## src/rtl/fifo_reader_pkg.sv

```systemverilog
// ============================================================================
// Module  : fifo_reader_pkg
// Purpose : State encoding and data widths shared by the fifo_reader block.
// Rev     : 1.0  initial release
// ============================================================================
`default_nettype none

package fifo_reader_pkg;

    localparam int c_WORD_W = 16;
    localparam int c_BYTE_W = 8;

    typedef enum logic [2:0] {
        ST_IDLE  = 3'd0,
        ST_FETCH = 3'd1,
        ST_HI    = 3'd2,
        ST_LO    = 3'd3,
        ST_DONE  = 3'd4
    } state_t;

endpackage

`default_nettype wire

```

## src/rtl/fifo_reader.sv

```systemverilog
// ============================================================================
// Module  : fifo_reader
// Purpose : Pops a programmed number of 16-bit FIFO words and streams each as
//           two bytes (high first) on a valid/ready byte link.
//           Optional empty-wait abort: define FIFO_READER_TIMEOUT_EN.
// Rev     : 1.0  initial release
// ============================================================================
`default_nettype none

module fifo_reader
    import fifo_reader_pkg::*;
#(
    parameter int LEN_W = 8
`ifdef FIFO_READER_TIMEOUT_EN
    ,
    parameter int TIMEOUT = 255
`endif
) (
    input  logic                clk,
    input  logic                rst,
    input  logic                start,
    input  logic [LEN_W-1:0]    len,
    output logic                busy,
    output logic                done,
    output logic                fifo_rd,
    input  logic [c_WORD_W-1:0] fifo_dout,
    input  logic                fifo_empty,
    output logic [c_BYTE_W-1:0] m_data,
    output logic                m_valid,
    input  logic                m_ready,
    output logic [LEN_W-1:0]    words_rd,
    output logic                err
);

    state_t              state_q, state_d;
    logic [c_WORD_W-1:0] word_q, word_d;
    logic [LEN_W-1:0]    rem_q, rem_d;
    logic [LEN_W-1:0]    words_q, words_d;
    logic                busy_q, busy_d;
    logic                done_q, done_d;

    logic                w_accept;
    logic                w_pop;
    logic                w_timeout;

    assign w_accept = (state_q == ST_IDLE) && start;

`ifdef FIFO_READER_TIMEOUT_EN
    // Counter only needs to reach TIMEOUT-1; the next empty cycle aborts.
    localparam int                  c_WAIT_W    = (TIMEOUT < 2) ? 1 : $clog2(TIMEOUT);
    localparam logic [c_WAIT_W-1:0] c_WAIT_LAST = c_WAIT_W'(TIMEOUT - 1);

    logic [c_WAIT_W-1:0] wait_q, wait_d;
    logic                err_q, err_d;

    assign w_timeout = (state_q == ST_FETCH) && fifo_empty && (wait_q == c_WAIT_LAST);

    always_comb begin
        wait_d = '0;
        if ((state_q == ST_FETCH) && fifo_empty && !w_timeout) begin
            wait_d = wait_q + c_WAIT_W'(1);
        end
        err_d = err_q;
        if (w_accept) begin
            err_d = 1'b0;
        end else if (w_timeout) begin
            err_d = 1'b1;
        end
    end

    always_ff @(posedge clk or negedge rst) begin
        if (!rst) begin
            wait_q <= '0;
            err_q  <= 1'b0;
        end else begin
            wait_q <= wait_d;
            err_q  <= err_d;
        end
    end

    assign err = err_q;
`else
    assign w_timeout = 1'b0;
    assign err       = 1'b0;
`endif

    always_comb begin
        state_d = state_q;
        word_d  = word_q;
        rem_d   = rem_q;
        words_d = words_q;
        w_pop   = 1'b0;

        case (state_q)
            ST_IDLE: begin
                if (w_accept) begin
                    words_d = '0;
                    if (len == '0) begin
                        state_d = ST_DONE;
                    end else begin
                        rem_d   = len;
                        state_d = ST_FETCH;
                    end
                end
            end
            ST_FETCH: begin
                if (!fifo_empty) begin
                    w_pop = 1'b1;
                end else if (w_timeout) begin
                    state_d = ST_DONE;
                end
            end
            ST_HI: begin
                if (m_ready) begin
                    state_d = ST_LO;
                end
            end
            ST_LO: begin
                // Prefetch on the low-byte handshake keeps full rate at 2 cycles/word.
                if (m_ready) begin
                    if (rem_q == '0) begin
                        state_d = ST_DONE;
                    end else if (!fifo_empty) begin
                        w_pop = 1'b1;
                    end else begin
                        state_d = ST_FETCH;
                    end
                end
            end
            ST_DONE: begin
                state_d = ST_IDLE;
            end
            default: begin
                state_d = ST_IDLE;
            end
        endcase

        if (w_pop) begin
            word_d  = fifo_dout;
            rem_d   = rem_q - LEN_W'(1);
            words_d = words_q + LEN_W'(1);
            state_d = ST_HI;
        end

        busy_d = (state_d == ST_FETCH) || (state_d == ST_HI) || (state_d == ST_LO);
        done_d = (state_d == ST_DONE);
    end

    always_ff @(posedge clk or negedge rst) begin
        if (!rst) begin
            state_q <= ST_IDLE;
            word_q  <= '0;
            rem_q   <= '0;
            words_q <= '0;
            busy_q  <= 1'b0;
            done_q  <= 1'b0;
        end else begin
            state_q <= state_d;
            word_q  <= word_d;
            rem_q   <= rem_d;
            words_q <= words_d;
            busy_q  <= busy_d;
            done_q  <= done_d;
        end
    end

    assign fifo_rd  = w_pop;
    assign m_valid  = (state_q == ST_HI) || (state_q == ST_LO);
    assign m_data   = (state_q == ST_HI) ? word_q[c_WORD_W-1:c_BYTE_W] :
                      (state_q == ST_LO) ? word_q[c_BYTE_W-1:0]        : '0;
    assign busy     = busy_q;
    assign done     = done_q;
    assign words_rd = words_q;

endmodule

`default_nettype wire

```

## config.mk

```make
export PLATFORM = sky130hd
export DESIGN_NAME = fifo_reader
export DESIGN_NICKNAME = d
export VERILOG_FILES = /design/src/rtl/fifo_reader_pkg.sv /design/src/rtl/fifo_reader.sv
export SDC_FILE = /design/constraint.sdc
export NUM_CORES = 1
export LEC_CHECK = 0
export BUFFER_PORTS_ARGS = -buffer_cell sky130_fd_sc_hd__buf_2
export CORE_MARGIN = 3
export CORE_UTILIZATION = 40
export CTS_CLUSTER_SIZE = 14
export DETAILED_ROUTE_END_ITERATION = 16
export SLEW_MARGIN = 30
export SYNTH_ARGS = -nofsm -noshare
export SYNTH_HDL_FRONTEND = slang
export SYNTH_SLANG_ARGS = --single-unit
```

## constraint.sdc

```tcl
create_clock -name clk -period 2.35 [get_ports clk]
set_input_delay 0.1175 -clock clk [delete_from_list [all_inputs] [get_ports clk]]
set_output_delay 0.1175 -clock clk [all_outputs]
set_load 0.02 [all_outputs]
```

==> impl_summary.txt <==
----------------------------------------------------
[Outcome]
  Status ... finished clean

[STA]
  Final WS setup ... 0.142 ns
  Minimum clock period ... 2.21 ns
  Share of the clock period used by the worst path ... 93.9%
  Final Max Slew Viols ... 0
  Actual slew at the worst max-slew pin ... 0.822 ns
  Fmax ... 453 MHz
  Setup repair after global routing missed its margin ... no
  TNS Setup ... 0 ns
  Relative slew slack ... 45.2%
  Final hold violations ... 0
  Max Clock Skew ... 0.00547 ns
  # setup viols final ... 0

[Place]
  HPWL reported at the end of detailed placement ... 2.93 mm
  Number of placed instances with taps included ... 305
  Pre-CTS setup slack ... 0.123 ns
  Number of buffer cells added on primary ports ... 48
  Routability congestion estimate from global placement ... 0.835

[CTS]
  Total CTS buffers ... 5
  CTS Root Cell ... sky130_fd_sc_hd__clkbuf_8
  Total clock sinks ... 37
  Clock Latency Late Sink ... 0.29 ns
  Post-CTS Setup Inserts ... 0
  Maximum buffer depth of the clock tree ... 2
  Clock tree from TritonCTS ... built
  H-tree levels ... 2
  Clock-pin slew on the worst setup and hold paths ... 0.08 ns

[Cells and area]
  Ant. Diodes ... 0
  Final cell count without fillers ... 313
  NumNets Final ... 292
  Proportion of layout cells with a drive suffix above 1 ... 26.4%
  Synthesis-to-finish area growth ... 22.7%

[Floorplanning]
  FP Rows ... 24
  Die Footprint ... 5500 um2
  Initial core utilization ... 42.1%
  I/O pins ... 50
  Die height ... 74.2 um
  Width of the die ... 74.2 um
  Core area ... 4410 um2

[Yosys]
  Primary flip-flop cell chosen by synthesis mapping ... sky130_fd_sc_hd__dfrtp_1
  Synth Instances ... 209
  Synth area leader ... sky130_fd_sc_hd__dfrtp_1
  Simple logic cell fraction of the synthesized area ... 26.2%
  Xor/xnor cell area share of the yosys netlist ... 0%
  Flip-flop and latch count after synthesis ... 37
  Mean instance size in the synthesized netlist ... 8.89 um2
  Mux share of post-synthesis cell area ... 4.85%
  Cell with the most instances after synthesis ... sky130_fd_sc_hd__nand2_1
  Sequential cell area fraction in the yosys report ... 49.8%
  Synth Warn # ... 0
  Main combinational cell family by area after synthesis ... simple AND/OR/NAND/NOR gates
  Net count after synthesis ... 240
  Area share of the leading cell type in the synthesized netlist ... 49.8%
  Cell types with the largest area share after synthesis ... sky130_fd_sc_hd__dfrtp_1, sky130_fd_sc_hd__nand2_1, sky130_fd_sc_hd__mux2i_1
  Async set or reset register ratio after synthesis ... 100%
  Top cell types by occurrence after synthesis ... sky130_fd_sc_hd__nand2_1, sky130_fd_sc_hd__dfrtp_1, sky130_fd_sc_hd__o21ai_0
  Unique cell type count in the Yosys netlist ... 37
  Share of synthesized cell area in full adder, half adder and majority cells ... 1.35%
  Area of the mapped netlist ... 1860 um2
  Number of enable flip-flop cells after synthesis ... 0
  Compound-gate portion of the synthesized area ... 13.1%

[Drt]
  Average detailed-routed wire length per instance ... 13.9 um
  Detail Route met3 WL ... 258 um
  Post-DRT Antenna Nets ... 0
  Starting DRT DRC Count ... 94
  Routed wire length ... 4.35 mm
  Detailed-routed wire length on met2 ... 2.00 mm
  Max layer used ... met4
  DR DRC count ... 0
  Via count ... 1620
  Number of optimization iterations in the first detailed-route pass ... 5
  Met1 Wirelength ... 2.02 mm
  Vias per cell ... 5.18

[Critical path]
  Data required time at the worst endpoint ... 2.23 ns
  Category of the worst setup path launch point ... flip-flop
  Slowest library cell on the worst path ... sky130_fd_sc_hd__or4_4
  Family with the most delay on the worst path ... simple AND/OR/NAND/NOR gates
  Buf+Inv Stages, Crit Path ... 2
  Worst Setup End Kind ... output pin
  Ordered cell list for the critical path ... or4_4 -> nor4_4 -> or2_4 -> inv_4 -> buf_2
  Critical path class ... reg -> out
  Data arrival time of the critical path ... 2.09 ns
  Maximum fanout count along the critical path ... 27
  Largest incremental delay on the critical path ... 0.58 ns

[GRT]
  Vias in the first global route ... 1564
  Maximum number of pins on one net before global-route repair ... 38
  GRT Overall Usage ... 17.4%
  GRT Residual Overflow ... 0
  Global-route wire length before repair ... 7.32 mm
  Initial antenna violation count ... 0

[Hold path]
  Worst hold path class ... in -> reg

[Power and ir drop]
  Switching Share ... 41.0%
  Worst supply voltage drop on vdd ... 0.000439 V
  Combinational power share ... 43.2%
  Clock network power share ... 19.2%
  Psw ... 1140 uW
  Cell internal pwr ... 1640 uW
  LEAKAGE ... 0.00118 uW
  Overall power after layout ... 2780 uW
  Power density over cell area ... 1220 nW/um2
  Proportion of power drawn by flip-flops and latches ... 37.5%

[Run]
  Count of maximum capacitance violations ... 0

----------------------------------------------------
-- metal layers --
layer / GRT usage, % / vias to the layer above
li1: - / 820
met1: 23.9 / 743
met2: 26.3 / 50
met3: 4.32 / 7
met4: 7.44 / 0
met5: 0 / -
-- power groups by stage --
stage               combinational, uW  sequential, uW  clock (uW)
CTS                              1210            1040         553
global route                     1370            1080         575
detailed placement               1200            1050           0
floorplan                         857            1050           0
finish                           1200            1040         536
global placement                 1190            1050           0
-- cell type report --
cell class / count / area [um2]
clock inverter: 2 / 35.0
multi-input combinational: 154 / 857
tap: 52 / 65.1
timing repair buffer: 55 / 295
inverter: 8 / 32.5
fill: 439 / 2130
clock buffer: 5 / 68.8
sequential: 37 / 926
-- sequential cells by signal, indices dropped and copies added, names as in the netlist --
register and flops:
state_q 3, done 1, rem_q 8, words_rd 8
word_q 16, busy 1
-- cells by family (layout without fill, tap and decap cells) --
logic type      after synthesis  after routing
flops                        37             37
simple gates                105            105
fa+ha+maj                     2              2
mux                           9              9
buf+inv                      18             70
other cells                   1              1
compound gates               37             37
-- final timing paths --
check / start / endpoint / slack [ns] / depth (start not counted)
max reg2reg: rem_q[5]$_DFFE_PN0P_ / words_rd[7]$_DFFE_PN0P_ / 0.26 / 6
min: fifo_dout[6] / word_q[6]$_DFFE_PN0P_ / 0.01 / 3
min reg2reg: word_q[8]$_DFFE_PN0P_ / word_q[8]$_DFFE_PN0P_ / 0.48 / 2
max: rem_q[5]$_DFFE_PN0P_ / fifo_rd / 0.14 / 5
min in group asynchronous: rst / rem_q[1]$_DFFE_PN0P_ / 0.46 / 2
max in group asynchronous: rst / words_rd[4]$_DFFE_PN0P_ / 1.36 / 2
-- repair_timing --
item,in CTS,in global routing
endpoints found under the hold margin,37,0
hold buffers,1,0
cloned,0,0
gates resized for setup,1,1
endpoints found under the setup margin,1,1
-- worst reg2reg max path: cells and delay by family (launching register included) --
family	cells	cell delay (ns)
flip-flops	1	0.40
AND/OR/NAND/NOR	4	1.21
AO/OA/AOI/OAI	1	0.08
buffers and inverters	1	0.28
-- metrics by stage --
stage / hold WS [ns] / cell area [um2] / util (%)
after floorplan: -0.178 / 1860 / -
after global placement: 0.268 / 2160 / 49.0
after detailed placement: 0.283 / 2160 / 49.0
after CTS: 0.00221 / 2280 / 51.6
after global routing: 0.0148 / 2280 / 51.6
final: 0.0139 / 2280 / 51.6
-- cells in the final DEF (no fill, tap or decap), types with 5 or more instances in the layout --
cell type	count
sky130_fd_sc_hd__nor2_1	15
sky130_fd_sc_hd__o21ai_0	16
sky130_fd_sc_hd__nor3_1	5
sky130_fd_sc_hd__buf_4	6
sky130_fd_sc_hd__a21oi_1	5
sky130_fd_sc_hd__dfrtp_1	37
sky130_fd_sc_hd__nand2_1	59
sky130_fd_sc_hd__inv_1	7
sky130_fd_sc_hd__mux2i_1	9
sky130_fd_sc_hd__clkbuf_8	5
sky130_fd_sc_hd__buf_2	48
(Power assumes the default switching activity.)
